===== config.mk =====
export PLATFORM = sky130hd
export DESIGN_NAME = wind_meas_scheduler
export DESIGN_NICKNAME = d
export VERILOG_FILES = /design/src/rtl/wind_meas_scheduler.sv
export SDC_FILE = /design/constraint.sdc
export NUM_CORES = 1
export LEC_CHECK = 0
export ABC_CLOCK_PERIOD_IN_PS = 4500
export CAP_MARGIN = 20
export CORE_ASPECT_RATIO = 1.75
export CORE_MARGIN = 5
export CORE_UTILIZATION = 35
export DETAILED_ROUTE_END_ITERATION = 7
export PLACE_DENSITY_LB_ADDON = 0.25
export REMOVE_ABC_BUFFERS = 1
export SYNTH_ARGS = -nofsm -noshare
export SYNTH_HDL_FRONTEND = slang
export SYNTH_SLANG_ARGS = --single-unit

===== constraint.sdc =====
create_clock -name clock -period 4.5 [get_ports clock]
set_clock_uncertainty 0.2 [all_clocks]
set_input_delay 0.45 -clock clock [delete_from_list [all_inputs] [get_ports clock]]
set_output_delay 0.45 -clock clock [all_outputs]
set_load 0.05 [all_outputs]

===== src/rtl/wind_meas_scheduler.sv =====
// wind_meas_scheduler
//   Frame controller for the ultrasonic wind path. Visits the four transducer paths in order
//   (0=N->S, 1=S->N, 2=E->W, 3=W->E). On each path it fires the shared phase detector
//   (1<<AVG_N)+1 times and streams every phase result into the shared averaging unit. It then
//   collects one averaged speed for the path. After path 3 it publishes the per-axis
//   differential speeds and the per-path fault flags.
//
// Ports
//   clock, reset     system clock, synchronous active-high reset
//   enable_i         run frames continuously while high (sampled in idle and at frame end)
//   path_sel_o       transducer path currently driven
//   meas_start_o     1-cycle burst trigger to the phase detector
//   meas_done_i      detector result strobe, meas_phase_i valid in the same cycle
//   avg_endata_o     1-cycle sample strobe to the averaging unit, data on avg_phase_o
//   avg_reset_o      averaging unit reset (system reset or path-fault clear)
//   avg_new_i        averaged speed strobe, value on avg_speed_i
//   speed_ns_o/ew_o  signed spd[0]-spd[1] / spd[2]-spd[3], updated with frame_valid_o
//   path_fault_o     bit p set if path p timed out in the last reported frame
//   busy_o           high whenever the controller is not idle
//
// SETTLE and GAP must be at least 1; all cycle parameters must fit in 16 bits.

module wind_meas_scheduler #(
   parameter int unsigned AVG_N  = 7,
   parameter int unsigned SETTLE = 255,
   parameter int unsigned GAP    = 15,
   parameter int unsigned TMO    = 4095
) (
   input  logic        clock,
   input  logic        reset,
   input  logic        enable_i,
   output logic [1:0]  path_sel_o,
   output logic        meas_start_o,
   input  logic        meas_done_i,
   input  logic [18:0] meas_phase_i,
   output logic        avg_endata_o,
   output logic [18:0] avg_phase_o,
   output logic        avg_reset_o,
   input  logic        avg_new_i,
   input  logic [15:0] avg_speed_i,
   output logic [16:0] speed_ns_o,
   output logic [16:0] speed_ew_o,
   output logic        frame_valid_o,
   output logic [3:0]  path_fault_o,
   output logic        busy_o
);

   localparam int unsigned     SmpW       = AVG_N + 2;
   localparam logic [SmpW-1:0] NSamp      = SmpW'((1 << AVG_N) + 1);
   localparam int unsigned     CntW       = 16;
   localparam logic [CntW-1:0] SettleLast = CntW'(SETTLE - 1);
   localparam logic [CntW-1:0] GapLast    = CntW'(GAP - 1);
   localparam logic [CntW-1:0] TmoLast    = CntW'(TMO);

   typedef enum logic [3:0] {
      StIdle, StSettle, StStart, StWaitMeas, StFeed, StGap,
      StWaitAvg, StStore, StFault, StNext, StReport
   } state_e;

   state_e           state_q;
   logic [1:0]       path_sel_q;
   logic             meas_start_q;
   logic             avg_endata_q;
   logic [18:0]      avg_phase_q;
   logic             clr_q;
   logic [16:0]      speed_ns_q;
   logic [16:0]      speed_ew_q;
   logic             frame_valid_q;
   logic [3:0]       path_fault_q;
   logic [3:0]       fault_acc_q;
   logic [15:0]      spd_q [4];
   logic [CntW-1:0]  cnt_q;   // settle / gap idle counter
   logic [CntW-1:0]  tmo_q;   // wait timeout counter
   logic [SmpW-1:0]  smp_q;   // strobes issued on the current path

   always_ff @(posedge clock) begin
      if (reset) begin
         state_q       <= StIdle;
         path_sel_q    <= 2'd0;
         meas_start_q  <= 1'b0;
         avg_endata_q  <= 1'b0;
         avg_phase_q   <= '0;
         clr_q         <= 1'b0;
         speed_ns_q    <= '0;
         speed_ew_q    <= '0;
         frame_valid_q <= 1'b0;
         path_fault_q  <= '0;
         fault_acc_q   <= '0;
         cnt_q         <= '0;
         tmo_q         <= '0;
         smp_q         <= '0;
         for (int p = 0; p < 4; p++) begin
            spd_q[p] <= '0;
         end
      end else begin
         // Pulse outputs are set on the transition into their state and drop one cycle later.
         meas_start_q  <= 1'b0;
         avg_endata_q  <= 1'b0;
         clr_q         <= 1'b0;
         frame_valid_q <= 1'b0;

         case (state_q)
            StIdle: begin
               if (enable_i) begin
                  path_sel_q  <= 2'd0;
                  fault_acc_q <= '0;
                  smp_q       <= '0;
                  cnt_q       <= '0;
                  state_q     <= StSettle;
               end
            end
            StSettle: begin
               if (cnt_q == SettleLast) begin
                  cnt_q        <= '0;
                  tmo_q        <= '0;
                  meas_start_q <= 1'b1;
                  state_q      <= StStart;
               end else begin
                  cnt_q <= cnt_q + CntW'(1);
               end
            end
            StStart: begin
               tmo_q   <= '0;
               state_q <= StWaitMeas;
            end
            StWaitMeas: begin
               // A result arriving in the expiry cycle still counts.
               if (meas_done_i) begin
                  avg_phase_q  <= meas_phase_i;
                  avg_endata_q <= 1'b1;
                  state_q      <= StFeed;
               end else if (tmo_q == TmoLast) begin
                  clr_q   <= 1'b1;
                  state_q <= StFault;
               end else begin
                  tmo_q <= tmo_q + CntW'(1);
               end
            end
            StFeed: begin
               smp_q   <= smp_q + SmpW'(1);
               cnt_q   <= '0;
               state_q <= StGap;
            end
            StGap: begin
               if (cnt_q == GapLast) begin
                  cnt_q <= '0;
                  tmo_q <= '0;
                  if (smp_q < NSamp) begin
                     meas_start_q <= 1'b1;
                     state_q      <= StStart;
                  end else begin
                     state_q <= StWaitAvg;
                  end
               end else begin
                  cnt_q <= cnt_q + CntW'(1);
               end
            end
            StWaitAvg: begin
               if (avg_new_i) begin
                  spd_q[path_sel_q] <= avg_speed_i;
                  state_q           <= StStore;
               end else if (tmo_q == TmoLast) begin
                  clr_q   <= 1'b1;
                  state_q <= StFault;
               end else begin
                  tmo_q <= tmo_q + CntW'(1);
               end
            end
            StFault: begin
               fault_acc_q[path_sel_q] <= 1'b1;
               spd_q[path_sel_q]       <= '0;
               state_q                 <= StNext;
            end
            StStore: begin
               state_q <= StNext;
            end
            StNext: begin
               if (path_sel_q != 2'd3) begin
                  path_sel_q <= path_sel_q + 2'd1;
                  smp_q      <= '0;
                  cnt_q      <= '0;
                  state_q    <= StSettle;
               end else begin
                  // Sign-extend to 17 bits so the difference cannot overflow.
                  speed_ns_q    <= {spd_q[0][15], spd_q[0]} - {spd_q[1][15], spd_q[1]};
                  speed_ew_q    <= {spd_q[2][15], spd_q[2]} - {spd_q[3][15], spd_q[3]};
                  path_fault_q  <= fault_acc_q;
                  frame_valid_q <= 1'b1;
                  path_sel_q    <= 2'd0;
                  state_q       <= StReport;
               end
            end
            StReport: begin
               smp_q       <= '0;
               cnt_q       <= '0;
               fault_acc_q <= '0;
               state_q     <= enable_i ? StSettle : StIdle;
            end
            default: state_q <= StIdle;
         endcase
      end
   end

   assign path_sel_o    = path_sel_q;
   assign meas_start_o  = meas_start_q;
   assign avg_endata_o  = avg_endata_q;
   assign avg_phase_o   = avg_phase_q;
   assign avg_reset_o   = reset | clr_q;
   assign speed_ns_o    = speed_ns_q;
   assign speed_ew_o    = speed_ew_q;
   assign frame_valid_o = frame_valid_q;
   assign path_fault_o  = path_fault_q;
   assign busy_o        = (state_q != StIdle);

endmodule


==> results of run 1 <==
## cells in the final DEF (no fill, tap or decap), drive strengths merged, types with 25 or more instances in the layout
master and instances:
a21oi 88, clkdlybuf4s50 102, dfxtp 112, edfxtp 64
ha 40, inv 55, nand2 157, nand4 25
nor2 142, o21ai 28, xor2 31
## logic make-up (layout without fill, tap and decap cells)
kind of cell,after synthesis,count (layout)
simple gates,439,439
compound gates,192,192
flops,176,176
buf+inv,93,195
xor+xnor,43,43
fa+ha+maj,42,42
mux,2,2
## per-stage QoR
step / util / hold WS (ns) / worst slack, ns / std cells
floorplan: - / 0.226 / 1.50 / 946
global route: 0.432 / 0.269 / 0.512 / 1401
global placement: 0.407 / 0.237 / 0.949 / 1368
detailed placement: 0.407 / 0.244 / 0.868 / 1368
CTS: 0.432 / 0.252 / 0.841 / 1400
finish: 0.432 / 0.249 / 0.846 / 1401
## critical path: cells and delay by family, from the launching register on
kind,cells,cell delay (ns)
compound gates,1,0.48
buf+inv,1,0.19
simple gates,4,1.68
flops,1,0.72
## power by group
part           internal [mW]  switching, mW  leakage (nW)
sequential              1.69         0.0454          1.56
combinational          0.198          0.333          2.16
clock                  0.880          0.655         0.292
total                   2.76           1.03          4.01
## synthesized netlist by cell type (17+ instances only)
| cell type | number | area (um2) |
|---|---|---|
| xor2_1 | 31 | 272 |
| inv_1 | 52 | 195 |
| a21oi_1 | 88 | 440 |
| dfxtp_1 | 112 | 2240 |
| o21ai_0 | 28 | 140 |
| edfxtp_1 | 64 | 1920 |
| clkbuf_1 | 29 | 109 |
| nand3_1 | 21 | 105 |
| nor3_1 | 19 | 95.1 |
| ha_1 | 40 | 500 |
| and3_1 | 17 | 106 |
| nand2_1 | 157 | 589 |
| nand4_1 | 22 | 138 |
| nor2_1 | 142 | 533 |
## worst paths after layout
kind,start,to,slack (ns),depth (start not counted)
worst max register to register,state_q[2],spd_q[2][15],0.85,6
worst max-delay path,state_q[2],spd_q[2][15],0.85,6
worst min register to register,speed_ns_o[5],speed_ns_o[5],0.25,2
worst min-delay path,speed_ns_o[5],speed_ns_o[5],0.25,2
## flip-flops by register name (all words and copies together) (netlist names)
name / count
path_sel_o: 2
cnt_q: 16
state_q: 4
speed_ew_o: 17
meas_start_o: 1
avg_phase_o: 19
smp_q: 9
tmo_q: 16
fault_acc_q: 4
frame_valid_o: 1
spd_q: 64
clr_q: 1
speed_ns_o: 17
avg_endata_o: 1
path_fault_o: 4
## metal layers
layer	routed length [um]	part of all wire
met1	7990	0.35
met4	726	0.032
met5	0	0
met3	722	0.032
met2	13200	0.58
## final cells by class
class / instances / share of cell area
timing repair buffer: 111 / 0.103
clock buffer: 17 / 0.0399
clock inverter: 15 / 0.0173
tap: 312 / 0.0366
multi-input combinational: 718 / 0.394
sequential: 176 / 0.391
inverter: 52 / 0.0183
==> summary.md, run 1 <==
| Metric | Value |
|---|---|
| Final Hold Vio Count | `0` |
| Antenna fix cells | `0` |
| Sequential Area | `4160 um2` |
| DRT Wirelength | `22700 um` |
| Post-route DRC | `0` |
| TritonCTS clock tree | `done` |
| Area share of xor/xnor cells in the synthesized design | `0.0432` |
| Post-CTS sizing | `0` |
| Vias per cell | `5.09` |
| Met3 global-route usage | `0.0273` |
| Clk root buf | `clkbuf_16` |
| Area occupied by multi-input gates | `4200 um2` |
| Total track usage | `0.163` |
| Starting density of the core | `0.354` |
| Post-synth design cell area | `8730 um2` |
| Worst-path fanout max | `18` |
| Antenna viol nets, final | `0` |
| Final #Nets | `1158` |
| Fin Setup TNS | `0 ns` |
| Pwr Density | `357 nW/um2` |
| Overall power | `3.80 mW` |
| Met1 usage | `0.156` |
| Register area share after synthesis | `0.477` |
| Post-synthesis simple-gate area fraction | `0.233` |
| Crit Path Category | `reg2reg` |
| Largest net degree at the start of global routing | `53` |
| Die Area | `28300 um2` |
| Postcts setup bufs | `0` |
| Worst Max-Slew Pin Slew | `1.01 ns` |
| Pleak | `4.01 nW` |
| Skew-Pair Late Insertion Delay | `0.44 ns` |
| Clk sinks | `176` |
| Number of CTS-inserted buffers | `17` |
| RSZ-0062 raised after global routing | `no` |
| Post-synth EDFFs | `64` |
| Cell Chain, Critical Path | `inv_1, nor2_1, nand3_1, a21oi_1, nand4_2, nand2_1` |
| Endpoints failing setup | `0` |
| Share of cells above drive strength 1 | `0.0514` |
| Number of global-route vias before repair | `7076` |
| WL per Instance | `16.2 um` |
| Grt met2 use | `0.328` |
| DPL Wire Length | `17100 um` |
| Syn Inst Count | `987` |
| CORE AREA | `24600 um2` |
| First-pass GRT wire length | `35900 um` |
| GR Overflow Total | `0` |
| Final slew viol count | `0` |
| Outcome | `complete, no violations` |
| Ys flop type | `dfxtp_1` |
| CP required | `4.37 ns` |
| Largest family of logic cells by synthesized area | `simple AND/OR/NAND/NOR gates` |
| Ports | `104` |
| Area growth, synth to finish | `22.1%` |
| Fmax | `0.274 GHz` |
| Vias | `7134` |
| Synth warnings | `0` |
| Post-DP Area | `10000 um2` |
| Worst vdd ir | `242 uV` |
| DRT Pass-1 Iters | `5` |
| Mux share of post-synthesis cell area | `0.00229` |
| Gpl congestion | `0.844` |
| Die Ht | `219 um` |
| Ys async rst share | `0` |
| Synthesized area per cell | `8.84 um2` |
| H-tree depth | `4` |
| Worst slew margin | `0.327` |
| Minimum clock period | `3.65 ns` |
| Row count | `76` |
| IO Port Bufs | `103` |
| Initial drt markers | `383` |
| Critical path's slowest cell | `dfxtp_1` |
| Top Usage Layer GRT | `met2` |
| Library cells used by synthesis | `69` |
| Crit path capture type | `flop` |
| Final Cell Area | `10700 um2` |
| Initial antenna violation count | `0` |
| Post-Synth Adder-Cell Area | `0.0619` |
| Clock slew at reported path FFs | `0.07 ns` |
| CTS Hold Bufs | `0` |
| Maximum clock insertion buffer count | `2` |
| Synth Register Bits | `176` |
| Complex-gate fraction of the synthesized area | `0.140` |
| Max_cap viols | `0` |
| Worst setup SP type | `flop` |
| Fillers | `2454` |
| Die width | `129 um` |
| CP max stage delay | `0.72 ns` |
| Data arrival time of the worst path | `3.52 ns` |
| Hold Path Class | `reg2reg` |
| Tcrit/Tclk final | `0.812` |
No activity file was read; power rests on OpenSTA's default activity.
==> run 2: changes to the inputs <==
--- a/config.mk
+++ b/config.mk
@@ -5,7 +5,7 @@
 export SDC_FILE = /design/constraint.sdc
 export NUM_CORES = 1
 export LEC_CHECK = 0
-export ABC_CLOCK_PERIOD_IN_PS = 4500
+export ABC_CLOCK_PERIOD_IN_PS = 3000
 export CAP_MARGIN = 20
 export CORE_ASPECT_RATIO = 1.75
 export CORE_MARGIN = 5
==> constraint.sdc (replaced) <==
create_clock -name clock -period 3 [get_ports clock]
set_clock_uncertainty 0.2 [all_clocks]
set_input_delay 0.3 -clock clock [delete_from_list [all_inputs] [get_ports clock]]
set_output_delay 0.3 -clock clock [all_outputs]
set_load 0.05 [all_outputs]
==> summary.md, run 2 (synthesized netlist as in run 1, its figures left out) <==
| Metric | Value |
|---|---|
| Pleak | `4.05 nW` |
| WL per Instance | `15.6 um` |
| Total track usage | `0.160` |
| Overall power | `5.49 mW` |
| Met1 usage | `0.160` |
| Final Cell Area | `10700 um2` |
| Antenna viol nets, final | `0` |
| CORE AREA | `24600 um2` |
| Clock slew at reported path FFs | `0.07 ns` |
| Largest register by flop count | `spd_q` |
| Ports | `104` |
| DRT Pass-1 Iters | `4` |
| Row count | `76` |
| Crit path capture type | `output pin` |
| Share of cells above drive strength 1 | `0.0563` |
| Vias | `7179` |
| Worst-path fanout max | `18` |
| Non-Filler Instances | `1414` |
| Cell Chain, Critical Path | `nor2_1, nand2_1, clkdlybuf4s50_1` |
| Top Usage Layer GRT | `met2` |
| Number of CTS-inserted buffers | `17` |
| TritonCTS clock tree | `done` |
| Crit Path Category | `reg2out` |
| GR Overflow Total | `0` |
| Gpl congestion | `0.860` |
| Largest net degree at the start of global routing | `71` |
| Number of flip-flops under the largest register name | `64` |
| Die Ht | `219 um` |
| DRT Wirelength | `22100 um` |
| Post-Place Cells | `1382` |
| Pwr Density | `514 nW/um2` |
| Post-route DRC | `0` |
| Area growth, synth to finish | `22.5%` |
| Hold Path Class | `in2reg` |
| Postcts setup bufs | `0` |
| First-pass GRT wire length | `35500 um` |
| Fmax | `0.358 GHz` |
| Die width | `129 um` |
| Tcrit/Tclk final | `0.931` |
| Data arrival time of the worst path | `2.29 ns` |
| Clk root buf | `clkbuf_16` |
| Critical path's slowest cell | `clkdlybuf4s50_1` |
| RSZ-0062 raised after global routing | `no` |
| Number of global-route vias before repair | `7146` |
| Clk sinks | `176` |
| Starting density of the core | `0.354` |
| Outcome | `complete, no violations` |
| Antenna fix cells | `0` |
| IO Port Bufs | `103` |
| Vias per cell | `5.08` |
| Worst slew margin | `0.501` |
| Initial antenna violation count | `0` |
| CP required | `2.50 ns` |
| Maximum clock insertion buffer count | `2` |
| Grt met2 use | `0.318` |
| Minimum clock period | `2.79 ns` |
| Most common cell after layout, fill and taps aside | `nand2_1` |
| Post-DP Area | `10100 um2` |
| H-tree depth | `4` |
| Worst vdd ir | `347 uV` |
| Worst setup SP type | `flop` |
| Most frequent cells in the layout | `nand2_1 (156), nor2_1 (141), dfxtp_1 (112)` |
| CTS Hold Bufs | `0` |
| Die Area | `28300 um2` |
| Max_cap viols | `0` |
| Worst Max-Slew Pin Slew | `0.747 ns` |
| Final slew viol count | `0` |
| CP max stage delay | `0.83 ns` |
| Fin Setup TNS | `0 ns` |
| Met3 global-route usage | `0.0295` |
| Post-CTS sizing | `0` |
| Endpoints failing setup | `0` |
| DPL Wire Length | `16500 um` |
| Initial drt markers | `238` |
| Final #Nets | `1171` |
| Final Hold Vio Count | `0` |
| Skew-Pair Late Insertion Delay | `0.43 ns` |
## run 2: changes by cell type in the layout (fill, tap and decap cells not counted), sizes merged
cell	delta
clkinvlp	-2
buf	+13
bufinv	-2
inv	-3
clkbuf	+8
clkinv	-1
## run 2: report_power, final
part / switching [mW] / internal, mW
Sequential: 0.0551 / 2.53
Clock: 0.885 / 1.21
Combinational: 0.507 / 0.310
Total: 1.45 / 4.05
## run 2: layout make-up
type	instances	area, um2
fill	2424	13900
multi-input combinational	718	4200
sequential	176	4160
timing repair buffer	124	1200
clock buffer	25	487
tap	312	390
inverter	52	195
clock inverter	7	61.3
## run 2: final timing paths
check | endpoint | startpoint | slack [ns] | depth (start not counted)
setup / recovery | busy_o | state_q[1] | 0.21 | 3
hold / removal | tmo_q[15] | reset | 0.05 | 2
setup reg to reg | speed_ns_o[12] | spd_q[0][0] | 0.32 | 11
hold reg to reg | speed_ns_o[6] | speed_ns_o[6] | 0.25 | 2
## run 2: critical path, delay by kind of cell, from the launching register on
kind / cells / cell delay [ns]
AND/OR/NAND/NOR: 2 / 0.38
buffers and inverters: 1 / 0.83
flip-flops: 1 / 0.65
## run 2: layer usage
layer,vias to the layer above,part of all wire
met5,-,0
met4,0,0.024
met3,28,0.030
met2,99,0.58
met1,3414,0.36
li1,3638,-
## run 2: stage by stage
stage,hold WS (ns),utilization,setup WS (ns)
2_1_floorplan,0.169,-,-0.00470
5_1_grt,0.0436,0.434,0.0646
6_report,0.0526,0.434,0.208
3_3_place_gp,0.238,0.412,0.344
4_1_cts,0.0235,0.434,0.207
3_5_place_dp,0.245,0.412,0.320
